### config.mk
export PLATFORM = sky130hd
export DESIGN_NAME = ram_loader
export DESIGN_NICKNAME = d
export VERILOG_FILES = /design/src/rtl/ram_loader_pkg.sv /design/src/rtl/ram_loader_csum.sv /design/src/rtl/ram_loader.sv
export SDC_FILE = /design/constraint.sdc
export NUM_CORES = 1
export LEC_CHECK = 0
export ABC_AREA = 1
export ABC_CLOCK_PERIOD_IN_PS = 5800
export BUFFER_PORTS_ARGS = -buffer_cell sky130_fd_sc_hd__buf_2
export CORE_MARGIN = 2
export CORE_UTILIZATION = 50
export DETAILED_ROUTE_END_ITERATION = 6
export GPL_TIMING_DRIVEN = 0
export PLACE_DENSITY = 0.69
export SYNTH_ARGS = -nofsm -noshare
export SYNTH_HDL_FRONTEND = slang
export SYNTH_SLANG_ARGS = --single-unit
### constraint.sdc
create_clock -name clk -period 5.8 [get_ports clk]
set_input_delay 0.58 -clock clk [delete_from_list [all_inputs] [get_ports clk]]
set_output_delay 0.58 -clock clk [all_outputs]
set_load 0.01 [all_outputs]
### src/rtl/ram_loader_pkg.sv
// Shared types and constants for the framed program loader.
package ram_loader_pkg;

    localparam int DEF_SIZE      = 13;
    localparam int DEF_DEPTH     = 8192;
    localparam bit HI_BYTE_FIRST = 1'b1;
    localparam int FRAME_FIELDS  = 3;

    typedef enum logic [3:0] {
        ST_IDLE    = 4'd0,
        ST_LEN_HI  = 4'd1,
        ST_LEN_LO  = 4'd2,
        ST_DATA_HI = 4'd3,
        ST_DATA_LO = 4'd4,
        ST_CSUM_HI = 4'd5,
        ST_CSUM_LO = 4'd6,
        ST_VERIFY  = 4'd7,
        ST_DONE    = 4'd8,
        ST_ERR     = 4'd9
    } state_t;

    // Assemble a 16-bit field from two bytes in stream order.
    function automatic logic [15:0] join_bytes(input logic [7:0] first_b, input logic [7:0] second_b);
        return HI_BYTE_FIRST ? {first_b, second_b} : {second_b, first_b};
    endfunction

endpackage

### src/rtl/ram_loader_csum.sv
// 16-bit wrapping accumulator with synchronous clear (priority) and enable.
module ram_loader_csum (
    input  logic        clk,
    input  logic        rst_n,
    input  logic        clear,
    input  logic        en,
    input  logic [15:0] din,
    output logic [15:0] sum
);

    logic [15:0] sum_r;

    // Accumulate enabled words, wrapping modulo 2^16.
    always_ff @(posedge clk or negedge rst_n) begin
        if (!rst_n) begin
            sum_r <= 16'd0;
        end else if (clear) begin
            sum_r <= 16'd0;
        end else if (en) begin
            sum_r <= sum_r + din;
        end else begin
            sum_r <= sum_r;
        end
    end

    assign sum = sum_r;

endmodule

### src/rtl/ram_loader.sv
// Framed byte-stream RAM loader with checksum read-back verification and
// CPU ownership multiplexing of the RAM port.
module ram_loader
    import ram_loader_pkg::*;
#(
    parameter int SIZE  = DEF_SIZE,
    parameter int DEPTH = DEF_DEPTH
) (
    input  logic            clk,
    input  logic            rst,
    input  logic            i_start,
    input  logic            i_valid,
    input  logic [7:0]      i_byte,
    output logic            o_ready,
    input  logic            i_cpu_we,
    input  logic [SIZE-1:0] i_cpu_addr,
    input  logic [15:0]     i_cpu_data,
    output logic            o_we,
    output logic [SIZE-1:0] o_addr,
    output logic [15:0]     o_data,
    input  logic [15:0]     i_ram_data,
    output logic            o_cpu_hold,
    output logic            o_done,
    output logic            o_err
);

    localparam logic [SIZE:0] CNT_ONE = {{SIZE{1'b0}}, 1'b1};

    state_t          state_r;
    logic            ready_r, hold_r, done_r, err_r;
    logic            we_r, rd_valid_r;
    logic [SIZE-1:0] addr_r;
    logic [15:0]     data_r, csum_r;
    logic [7:0]      hi_r;
    logic [SIZE:0]   len_r, wcnt_r, vcnt_r;

    logic            accept_s, start_s, rx_en_s;
    logic [15:0]     word_s, rx_sum_s, ver_sum_s;
    logic [SIZE:0]   wcnt_next_s, vcnt_next_s;

    assign accept_s    = i_valid && ready_r;
    assign word_s      = join_bytes(hi_r, i_byte);
    assign start_s     = i_start && ((state_r == ST_IDLE) || (state_r == ST_DONE) || (state_r == ST_ERR));
    assign rx_en_s     = accept_s && (state_r == ST_DATA_LO);
    assign wcnt_next_s = wcnt_r + CNT_ONE;
    assign vcnt_next_s = vcnt_r + CNT_ONE;

    ram_loader_csum u_rx_sum (
        .clk   (clk),
        .rst_n (rst),
        .clear (start_s),
        .en    (rx_en_s),
        .din   (word_s),
        .sum   (rx_sum_s)
    );

    // Read data arrives one cycle after its address, hence the delayed enable.
    ram_loader_csum u_ver_sum (
        .clk   (clk),
        .rst_n (rst),
        .clear (start_s),
        .en    (rd_valid_r),
        .din   (i_ram_data),
        .sum   (ver_sum_s)
    );

    // Frame parser, write sequencer and read-back verifier with registered outputs.
    always_ff @(posedge clk or negedge rst) begin
        if (!rst) begin
            state_r    <= ST_IDLE;
            ready_r    <= 1'b0;
            hold_r     <= 1'b0;
            done_r     <= 1'b0;
            err_r      <= 1'b0;
            we_r       <= 1'b0;
            rd_valid_r <= 1'b0;
            addr_r     <= {SIZE{1'b0}};
            data_r     <= 16'd0;
            csum_r     <= 16'd0;
            hi_r       <= 8'd0;
            len_r      <= {(SIZE+1){1'b0}};
            wcnt_r     <= {(SIZE+1){1'b0}};
            vcnt_r     <= {(SIZE+1){1'b0}};
        end else begin
            we_r       <= 1'b0;
            rd_valid_r <= 1'b0;
            case (state_r)
                ST_IDLE, ST_DONE, ST_ERR: begin
                    if (i_start) begin
                        state_r <= ST_LEN_HI;
                        ready_r <= 1'b1;
                        hold_r  <= 1'b1;
                        done_r  <= 1'b0;
                        err_r   <= 1'b0;
                        wcnt_r  <= {(SIZE+1){1'b0}};
                        len_r   <= {(SIZE+1){1'b0}};
                    end
                end
                ST_LEN_HI: begin
                    if (accept_s) begin
                        hi_r    <= i_byte;
                        state_r <= ST_LEN_LO;
                    end
                end
                ST_LEN_LO: begin
                    if (accept_s) begin
                        len_r <= word_s[SIZE:0];
                        if (word_s > 16'(DEPTH)) begin
                            state_r <= ST_ERR;
                            ready_r <= 1'b0;
                            hold_r  <= 1'b0;
                            err_r   <= 1'b1;
                        end else if (word_s == 16'd0) begin
                            state_r <= ST_CSUM_HI;
                        end else begin
                            state_r <= ST_DATA_HI;
                        end
                    end
                end
                ST_DATA_HI: begin
                    if (accept_s) begin
                        hi_r    <= i_byte;
                        state_r <= ST_DATA_LO;
                    end
                end
                ST_DATA_LO: begin
                    if (accept_s) begin
                        we_r    <= 1'b1;
                        addr_r  <= wcnt_r[SIZE-1:0];
                        data_r  <= word_s;
                        wcnt_r  <= wcnt_next_s;
                        state_r <= (wcnt_next_s == len_r) ? ST_CSUM_HI : ST_DATA_HI;
                    end
                end
                ST_CSUM_HI: begin
                    if (accept_s) begin
                        hi_r    <= i_byte;
                        state_r <= ST_CSUM_LO;
                    end
                end
                ST_CSUM_LO: begin
                    if (accept_s) begin
                        csum_r  <= word_s;
                        ready_r <= 1'b0;
                        if (rx_sum_s != word_s) begin
                            state_r <= ST_ERR;
                            hold_r  <= 1'b0;
                            err_r   <= 1'b1;
                        end else begin
                            state_r <= ST_VERIFY;
                            vcnt_r  <= {(SIZE+1){1'b0}};
                            addr_r  <= {SIZE{1'b0}};
                        end
                    end
                end
                ST_VERIFY: begin
                    // vcnt_r counts cycles in VERIFY: addresses 0..N-1, then latency, then compare.
                    vcnt_r     <= vcnt_next_s;
                    rd_valid_r <= (vcnt_r < len_r);
                    if (vcnt_next_s < len_r) begin
                        addr_r <= vcnt_next_s[SIZE-1:0];
                    end
                    if (vcnt_r == (len_r + CNT_ONE)) begin
                        hold_r <= 1'b0;
                        if (ver_sum_s == csum_r) begin
                            state_r <= ST_DONE;
                            done_r  <= 1'b1;
                        end else begin
                            state_r <= ST_ERR;
                            err_r   <= 1'b1;
                        end
                    end
                end
                default: begin
                    state_r <= ST_IDLE;
                    ready_r <= 1'b0;
                    hold_r  <= 1'b0;
                end
            endcase
        end
    end

    assign o_ready    = ready_r;
    assign o_cpu_hold = hold_r;
    assign o_done     = done_r;
    assign o_err      = err_r;
    assign o_we       = hold_r ? we_r   : i_cpu_we;
    assign o_addr     = hold_r ? addr_r : i_cpu_addr;
    assign o_data     = hold_r ? data_r : i_cpu_data;

endmodule
==> flow_summary.json, run 1 <==
{
  "yosys.cell_count.top_type": "nand2_1",
  "gp_congestion": 0.928,
  "crit_required_ps": 6170,
  "clkSlewWorstSetupHoldPaths_ps": 60,
  "synth_seq_area_share_pct": 36.6,
  "area_growth_pct": 14.7,
  "finalCritPeriodShare_pct": 59.4,
  "ys.flop_type": "dfrtp_1",
  "drive_gt1_share_pct": 16.0,
  "io_pins": 92,
  "via_count": 8949,
  "period_minus_slack_ps": 3450,
  "cp_slowest_cell": "dfrtp_1",
  "cts_buffer_depth": 2,
  "critPathMaxFanout": 10,
  "rrSetupSlack_ps": 2350,
  "synthArstFlopShare_pct": 100,
  "layout.cells.non_filler": 1581,
  "num_antenna_cells": 0,
  "cts_tree": "done",
  "reg2regPathDepth": 18,
  "wl_per_cell_um": 16.9,
  "cp.arrival_ps": 3820,
  "dieArea_um2": 19900,
  "cp_common_cell": "nand2_1",
  "hold_path_class": "input port to async pin",
  "viasPerCell": 5.66,
  "setup_viol": 0,
  "synth-warning-count": 0,
  "r2r-end": "addr_r[2]$_DFFE_PN0P_",
  "synthTopCellsByArea": "dfrtp_1, nand2_1, ha_1",
  "first_global_vias": 8380,
  "drt_wl_total_um": 26700,
  "hold_viol_final": 0,
  "grt_max_degree": 76,
  "coreArea_um2": 18600,
  "clock_latency_ps": 440,
  "slew_headroom_pct": 51.4,
  "tns_ps": 0,
  "path_cells": "inv_1 > nor3_2 > nand3_1 > nor2_1 > nand3_1 > nor2_1 > xor2_1 > inv_1 > ha_1 > nand2_1 > nor3_1 > nand4_1 > o211ai_1 > nand2_1 > nand2_1 > buf_2 > nand2_1 > nand2_1",
  "synthCells": 1223,
  "overflow": 0,
  "synthDominantCellAreaShare_pct": 36.6,
  "max_freq_ghz": 0.290,
  "fin_nets": 1455,
  "grt_pass1_wl_um": 43000,
  "initial_core_util_pct": 50.5,
  "crit_end": "addr_r[2]$_DFFE_PN0P_",
  "violations": "DRC",
  "hpwl_um": 20400,
  "power.leakage_uw": 0.00534,
  "htree_levels": 4,
  "drtIter0Drc": 892,
  "ys_ff_latch": 137,
  "root_buffer": "clkbuf_16",
  "startpoint_type": "flop",
  "cp.depth": 18,
  "rows": 50,
  "crit_path_start": "vcnt_r[2]$_DFFE_PN0P_",
  "avgSynthCellArea_um2": 7.67,
  "synth_edf_count": 0,
  "fp.dieW_um": 141,
  "slowest_delay_ps": 400,
  "die_h_um": 141,
  "finalPower_uw": 4850,
  "synth_top_cells_by_count": "nand2_1, dfrtp_1, inv_1, o21ai_0, nand3_1",
  "postRouteAntennaNets": 0,
  "syn_area_um2": 9380,
  "fin_worst_skew_ps": 8.98,
  "worst_slew_pin_slew_ps": 730,
  "clock_sinks": 137,
  "port_buffers": 91,
  "synth_cell_types": 51,
  "path_delay_family": "simple AND/OR/NAND/NOR gates",
  "cts_buffers": 17,
  "syn_nets": 1344,
  "cap_violations": 0,
  "critPathKind": "flop to flop",
  "antenna_found_initial": 0,
  "route.detailed.drc": 8,
  "endpoint_kind": "flop",
  "firstDrtPassIters": 7,
  "grt_usage_pct": 27.4,
  "synth_top_cell_by_area": "dfrtp_1",
  "crit_buf_inv": 3,
  "peakVddDrop_uv": 249,
  "r2r-start": "vcnt_r[2]$_DFFE_PN0P_",
  "status": "complete, but fails checks",
  "drv_slew": 0,
  "rsz0062_at_grt": "no",
  "powerDensity_nw_per_um2": 450,
  "post_cts_buffers": 0,
  "hold_buffers": 0,
  "ctsResizeCount": 0,
  "dp_cells": 1549
}
registers in the layout, indices dropped and copies added, names as in the netlist, 4 cells and up:
name	count
data_r	16
vcnt_r	14
addr_r	13
wcnt_r	14
hi_r	8
u_rx_sum.sum	16
state_r	4
u_ver_sum.sum	16
len_r	14
csum_r	16
logic make-up after synthesis:
kind of cell,share of synthesized area (%)
and+or+nand+nor,26.6
DFF,36.6
buffers and inverters,6.71
muxes,3.60
xor gates and xnor gates,3.36
AOI/OAI and AO/OA,14.6
adders and majority gates,8.56
per-layer routing:
metal | share of wire [%] | global-route usage (%)
met5 | 0 | 0
met4 | 1.5 | 6.74
met3 | 6.6 | 4.21
met2 | 46 | 43.7
met1 | 46 | 39.3
cells in the final DEF, fill, tap and decap left out, types with 6 or more instances in the layout:
master | netlist | layout
buf_2 | 7 | 97
nor2_4 | 10 | 10
clkbuf_16 | 0 | 17
nor3_1 | 20 | 20
nand3_1 | 107 | 107
a21oi_1 | 52 | 52
inv_6 | 0 | 7
inv_1 | 122 | 122
nand2_1 | 312 | 312
mux2_2 | 30 | 30
o21ai_0 | 122 | 122
dfrtp_1 | 137 | 137
o21ai_1 | 12 | 12
o22ai_1 | 9 | 9
clkbuf_1 | 11 | 11
nand4_1 | 22 | 22
o31ai_1 | 7 | 7
a32o_1 | 6 | 6
xnor2_1 | 19 | 19
nand2_2 | 6 | 6
xor2_1 | 17 | 17
ha_1 | 61 | 61
o21bai_1 | 6 | 6
nor2_1 | 60 | 60
inv_2 | 11 | 11
worst register-to-register path: cells and delay by family (launching register included):
kind | cells | cell delay, ps
DFF | 1 | 400
adders and majority gates | 1 | 290
and+or+nand+nor | 12 | 1940
buffers and inverters | 3 | 410
xor gates and xnor gates | 1 | 200
AOI/OAI and AO/OA | 1 | 160
metrics by stage:
stage	util [%]	worst slack [ps]	hold slack [ps]	cell area, um2
2_1_floorplan	-	3150	284	9380
3_3_place_gp	54.5	2120	454	10100
3_5_place_dp	54.7	2460	461	10200
4_1_cts	57.9	2420	198	10800
5_1_grt	57.9	2030	230	10800
6_report	57.9	2350	170	10800
power breakdown:
part           internal [uW]  switching, uW
clock                    654            465
sequential              1210            297
combinational            848           1370
how the worst min path moves through the flow:
stage,from,endpoint,depth (start not counted)
floorplan,rst,addr_r[0]$_DFFE_PN0P_,0
CTS,rst,u_rx_sum.sum[7]$_DFFE_PN0P_,1
global route,rst,u_rx_sum.sum[7]$_DFFE_PN0P_,1
detailed placement,addr_r[1]$_DFFE_PN0P_,addr_r[1]$_DFFE_PN0P_,2
global placement,addr_r[10]$_DFFE_PN0P_,addr_r[10]$_DFFE_PN0P_,2
finish,rst,u_rx_sum.sum[7]$_DFFE_PN0P_,1
layout make-up:
| cell class | instances | area, um2 |
|---|---|---|
| buffer | 26 | 130 |
| multi-input combinational | 927 | 5320 |
| clock inverter | 14 | 160 |
| clock buffer | 18 | 439 |
| sequential | 137 | 3430 |
| timing repair buffer | 92 | 489 |
| fill | 1723 | 7820 |
| tap | 234 | 293 |
| inverter | 133 | 499 |
(Power assumes the default switching activity.)
==> inputs of run 2 (changes only) <==
--- a/config.mk
+++ b/config.mk
@@ -5,14 +5,14 @@
 export SDC_FILE = /design/constraint.sdc
 export NUM_CORES = 1
 export LEC_CHECK = 0
-export ABC_AREA = 1
-export ABC_CLOCK_PERIOD_IN_PS = 5800
+export ABC_AREA = 0
+export ABC_CLOCK_PERIOD_IN_PS = 3100
 export BUFFER_PORTS_ARGS = -buffer_cell sky130_fd_sc_hd__buf_2
 export CORE_MARGIN = 2
 export CORE_UTILIZATION = 50
 export DETAILED_ROUTE_END_ITERATION = 6
 export GPL_TIMING_DRIVEN = 0
-export PLACE_DENSITY = 0.69
+export PLACE_DENSITY = 0.72
 export SYNTH_ARGS = -nofsm -noshare
 export SYNTH_HDL_FRONTEND = slang
 export SYNTH_SLANG_ARGS = --single-unit
==> constraint.sdc (replaced) <==
create_clock -name clk -period 3.1 [get_ports clk]
set_input_delay 0.31 -clock clk [delete_from_list [all_inputs] [get_ports clk]]
set_output_delay 0.31 -clock clk [all_outputs]
set_load 0.01 [all_outputs]
==> run 2 against run 1 <==
Non-clock buffer count is 35 higher. Sequential share of layout area decreased by 0.31 points. First-iteration DRC count down 14%. Sequential power increased by 100%. Die area fell by 1.3%. Clock skew down 2.0 ps. Register-to-register slack lost 2300 ps. Area after synthesis is 1.4% lower. Critical endpoint is now vcnt_r[9]$_DFFE_PN0P_. The run still ends with DRC left. Highest routed layer unchanged. Largest cell class unchanged. Synthesized cell count shrank 17%. Count of clock-buffer cells in the layout is 5 higher.
==> flow_summary.json, run 2 <==
{
  "reg2regPathDepth": 9,
  "fp.dieW_um": 140,
  "finalCritPeriodShare_pct": 97.2,
  "firstDrtPassIters": 7,
  "first_global_vias": 7631,
  "cts_buffer_depth": 2,
  "final_common_cell": "dfrtp_1",
  "violations": "DRC",
  "clock_sinks": 137,
  "overflow": 0,
  "peakVddDrop_uv": 469,
  "io_pins": 92,
  "dr_wl_met2_um": 11300,
  "hold_viol_final": 0,
  "tns_ps": 0,
  "hpwl_um": 18000,
  "drv_slew": 0,
  "r2r-end": "vcnt_r[9]$_DFFE_PN0P_",
  "ff_latch_area_um2": 3440,
  "grt_max_degree": 99,
  "period_minus_slack_ps": 3010,
  "finalPower_uw": 9980,
  "wl_per_cell_um": 18.0,
  "ys_ff_latch": 137,
  "synth_seq_area_share_pct": 37.1,
  "root_buffer": "clkbuf_16",
  "highest_layer": "met4",
  "dpl_worst_slack_ps": -562,
  "r2r-start": "u_rx_sum.sum[5]$_DFFE_PN0P_",
  "slew_headroom_pct": 22.4,
  "setup_viol": 0,
  "multiInputGateArea_um2": 5630,
  "layout_common_cells": "dfrtp_1, nand2_1, buf_2, o21ai_0, xnor2_1",
  "rrSetupSlack_ps": 90,
  "htree_levels": 4,
  "fin_worst_skew_ps": 7.02,
  "port_buffers": 91,
  "die_h_um": 140,
  "coreArea_um2": 18100,
  "synthArstFlopShare_pct": 100,
  "gp_congestion": 0.942,
  "drt-met1-wl_um": 11300,
  "num_antenna_cells": 0,
  "status": "complete, but fails checks",
  "cts_tree": "done",
  "critPathMaxFanout": 10,
  "synth_cell_types": 57,
  "synth-warning-count": 0,
  "grt_pass1_wl_um": 39800,
  "powerDensity_nw_per_um2": 915,
  "drive_gt1_share_pct": 21.4,
  "crit_required_ps": 3390,
  "final.setup.worst_slack_ps": 85.9,
  "max_freq_ghz": 0.332,
  "drt_wl_total_um": 24800,
  "hold_path_class": "input port to flop",
  "area_growth_pct": 17.8,
  "rows": 49,
  "initial_core_util_pct": 51.1,
  "grt_usage_pct": 25.5,
  "via_count": 8145,
  "crit_end": "vcnt_r[9]$_DFFE_PN0P_",
  "worst_slew_pin_slew_ps": 1150,
  "whs_ps": 209,
  "cap_violations": 0,
  "postRouteAntennaNets": 0,
  "synth_top_cell_by_area": "dfrtp_1",
  "synthCells": 1018,
  "drtIter0Drc": 763,
  "critPathKind": "flop to flop",
  "antenna_found_initial": 0,
  "final_area_um2": 10900,
  "viasPerCell": 5.92,
  "ys.flop_type": "dfrtp_1",
  "power.leakage_uw": 0.00512,
  "n_fill_cell": 1573,
  "syn_nets": 1139,
  "cp.arrival_ps": 3310,
  "synthDominantCellAreaShare_pct": 37.1,
  "startpoint_type": "flop",
  "cts_buffers": 17,
  "yosys.cell_count.top_type": "dfrtp_1",
  "endpoint_kind": "flop",
  "syn_area_um2": 9250,
  "synth_edf_count": 0,
  "clkSlewWorstSetupHoldPaths_ps": 60,
  "synth_top_cells_by_count": "dfrtp_1, nand2_1, o21ai_0, xnor2_1, ha_1",
  "crit_path_start": "u_rx_sum.sum[5]$_DFFE_PN0P_",
  "clock_latency_ps": 430,
  "dieArea_um2": 19600,
  "synthTopCellsByArea": "dfrtp_1, ha_1, mux2_2",
  "post_dp_cell_area_um2": 10000,
  "route.met3.wl_um": 1720,
  "route.detailed.drc": 9,
  "avgSynthCellArea_um2": 9.09,
  "fin_nets": 1256
}
[run 2: worst max-delay path: stages (launching register included)]
cell      delay [ps]
dfrtp_1          390
ha_1             350
or4_4            550
nor4_4           190
and4_4           320
nor2_1            60
or3_1            470
clkbuf_4         260
o21ai_0          190
o31ai_1           90
[run 2: final cells by class]
class / count / area share, %
multi-input cells: 785 / 51.6
clock inverters: 9 / 0.815
flip-flops and latches: 137 / 31.6
clock buffers: 23 / 4.57
well taps: 229 / 2.63
inverters: 41 / 1.41
repair buffers: 107 / 5.55
plain buffers: 46 / 1.84
[run 2: metal layers]
layer	up-vias	global-route usage [%]
li1	3857	-
met2	312	39.7
met4	0	7.76
met5	-	0
met1	3935	36.7
met3	41	4.41
[run 2: what timing repair did]
item,4_1_cts,5_1_grt
endpoints found under the setup margin,28,37
gates resized for setup,32,27
pin swaps,10,15
buffers inserted,10,5
hold endpoints to repair,39,0
hold buffers,1,0
[run 2: power by group]
group	internal (uW)	leakage [uW]	switching (uW)
logic	2230	0.00302	2710
clock network	1210	0.000282	804
registers	2370	0.00182	646
total	5820	0.00512	4160
[run 2: how the worst min path moves through the flow]
stage	endpoint	slack, ps	from	cells after the start
2_1_floorplan	addr_r[0]$_DFFE_PN0P_	10	rst	0
3_3_place_gp	data_r[2]$_DFFE_PN0P_	460	data_r[2]$_DFFE_PN0P_	2
3_5_place_dp	data_r[0]$_DFFE_PN0P_	250	rst	1
4_1_cts	data_r[3]$_DFFE_PN0P_	200	i_byte[3]	3
5_1_grt	data_r[3]$_DFFE_PN0P_	210	i_byte[3]	3
6_report	data_r[3]$_DFFE_PN0P_	210	i_byte[3]	3
[run 2: metrics by stage]
step                std cells  utilization [%]
global placement         1338             55.3
finish                   1377             60.2
global route             1377             60.2
CTS                      1377             59.6
floorplan                1018                -
detailed placement       1339             55.5
[run 2: cell families after synthesis]
| family | count (synthesis) | share of synthesized area (%) |
|---|---|---|
| xor+xnor | 95 | 9.00 |
| buf+inv | 96 | 3.99 |
| compound gates | 217 | 14.5 |
| flops | 137 | 37.1 |
| simple gates | 323 | 16.6 |
| mux | 87 | 10.2 |
| fa+ha+maj | 63 | 8.68 |
==> inputs of run 3 (changes only) <==
--- a/config.mk
+++ b/config.mk
@@ -10,6 +10,7 @@
 export BUFFER_PORTS_ARGS = -buffer_cell sky130_fd_sc_hd__buf_2
 export CORE_MARGIN = 2
 export CORE_UTILIZATION = 50
+export CTS_BUF_LIST = sky130_fd_sc_hd__clkbuf_4 sky130_fd_sc_hd__clkbuf_8 sky130_fd_sc_hd__clkbuf_16
 export DETAILED_ROUTE_END_ITERATION = 6
 export GPL_TIMING_DRIVEN = 0
 export PLACE_DENSITY = 0.72
==> run 3 against run 2 <==
The run still ends with DRC left. Total power hardly changed. Global-route usage stayed put. Final area hardly changed. Worst setup slack worse by 16 ps. Worst hold slack better by 3.4 ps. Wire length hardly changed. Largest power group unchanged.
==> flow_summary.json, run 3 (same netlist as run 2, synthesis figures left out) <==
{
  "initial_core_util_pct": 51.1,
  "fin_worst_skew_ps": 8.44,
  "port_buffers": 91,
  "die_h_um": 140,
  "grt_pass1_wl_um": 39800,
  "crit_path_start": "u_rx_sum.sum[5]$_DFFE_PN0P_",
  "num_antenna_cells": 0,
  "cts_tree": "done",
  "min-delay-start": "i_byte[3]",
  "gp_congestion": 0.942,
  "postRouteAntennaNets": 0,
  "fin_nets": 1256,
  "drv_slew": 0,
  "dieArea_um2": 19600,
  "cts_buffer_depth": 2,
  "slowest_delay_ps": 550,
  "cts_buffers": 17,
  "cp.arrival_ps": 3320,
  "powerDensity_nw_per_um2": 916,
  "hold_viol_final": 0,
  "critPathMaxFanout": 10,
  "path_cells": "ha_1 > or4_4 > nor4_4 > and4_4 > nor2_1 > or3_1 > clkbuf_4 > o21ai_0 > o31ai_1",
  "wl_per_cell_um": 18.0,
  "viasPerCell": 5.91,
  "clock_latency_ps": 430,
  "root_buffer": "clkbuf_16",
  "period_minus_slack_ps": 3030,
  "drt_wl_total_um": 24800,
  "clkSlewWorstSetupHoldPaths_ps": 60,
  "critPathKind": "flop to flop",
  "drive_gt1_share_pct": 21.5,
  "finalCritPeriodShare_pct": 97.8,
  "drtIter0Drc": 763,
  "io_pins": 92,
  "final_common_cell": "dfrtp_1",
  "startpoint_type": "flop",
  "finalPower_uw": 9990,
  "fp.dieW_um": 140,
  "worst_slew_pin_slew_ps": 1150,
  "firstDrtPassIters": 7,
  "cap_violations": 0,
  "coreArea_um2": 18100,
  "grt_usage_pct": 25.5,
  "endpoint_kind": "flop",
  "route.detailed.drc": 9,
  "antenna_found_initial": 0,
  "first_global_vias": 7631,
  "layout_common_cells": "dfrtp_1, nand2_1, buf_2, o21ai_0, xnor2_1",
  "power.leakage_uw": 0.00512,
  "violations": "DRC",
  "overflow": 0,
  "hpwl_um": 18000,
  "rows": 49,
  "htree_levels": 4,
  "grt_max_degree": 99,
  "tns_ps": 0,
  "peakVddDrop_uv": 468,
  "final.setup.worst_slack_ps": 69.5,
  "status": "complete, but fails checks",
  "hold_path_class": "input port to flop",
  "area_growth_pct": 17.8,
  "r2r-start": "u_rx_sum.sum[5]$_DFFE_PN0P_",
  "crit_required_ps": 3390,
  "final_util_pct": 60.3,
  "setup_viol": 0,
  "clock_sinks": 137,
  "max_freq_ghz": 0.330,
  "via_count": 8132,
  "dpl_worst_slack_ps": -562,
  "slew_headroom_pct": 22.5,
  "cp_slowest_cell": "or4_4"
}
==> run 3: cell counts in the layout (fill, tap and decap cells not counted) <==
No cell type changed its count.
==> run 3: area by class of cell <==
cell class,instances,area [um2]
Inverter,41,154
Tap cell,229,287
Fill cell,1571,7190
Timing Repair Buffer,107,604
Clock inverter,9,88.8
Buffer,46,200
Clock buffer,23,502
Sequential cell,137,3440
Multi-Input combinational cell,785,5630
==> run 3: path summary, 6_finish.rpt <==
check                      slack (ps)  depth (start not counted)               endpoint
hold reg to reg                   480                          2  data_r[3]$_DFFE_PN0P_
max in group asynchronous        1890                          3  vcnt_r[1]$_DFFE_PN0P_
min in group asynchronous         360                          2  data_r[2]$_DFFE_PN0P_
setup / recovery                   70                          9  vcnt_r[9]$_DFFE_PN0P_
hold / removal                    210                          3  data_r[3]$_DFFE_PN0P_
setup reg to reg                   70                          9  vcnt_r[9]$_DFFE_PN0P_
==> run 3: metal layers <==
layer | routed length [um] | up-vias | GRT usage (%)
li1 | - | 3853 | -
met1 | 11200 | 3936 | 36.7
met2 | 11300 | 301 | 39.7
met3 | 1770 | 42 | 4.41
met4 | 522 | 0 | 7.76
met5 | 0 | - | 0
==> run 3: what timing repair did <==
action,4_1_cts,5_1_grt
endpoints found under the hold margin,39,0
hold buffers,1,0
setup endpoints to repair,28,37
resized for setup,32,27
buffers inserted,10,5
pin swaps,10,15
==> run 3: report_power, final <==
part | switching [uW] | total (uW) | leakage, uW | internal [uW]
Combinational | 2710 | 4940 | 0.00302 | 2230
Sequential | 646 | 3020 | 0.00182 | 2370
Clock | 804 | 2020 | 0.000285 | 1220
==> run 3: worst max-delay path, delay by kind of cell, from the launching register on <==
kind | cells | cell delay [ps]
fa+ha+maj | 1 | 350
flops | 1 | 390
compound gates | 2 | 290
simple gates | 5 | 1590
buf+inv | 1 | 260
==> run 3: metrics by stage <==
| stage | area (um2) | std cells | hold slack, ps |
|---|---|---|---|
| floorplan | 9260 | 1018 | 14.4 |
| global placement | 10000 | 1338 | 459 |
| detailed placement | 10000 | 1339 | 248 |
| CTS | 10800 | 1377 | 196 |
| global route | 10900 | 1377 | 206 |
| finish | 10900 | 1377 | 213 |
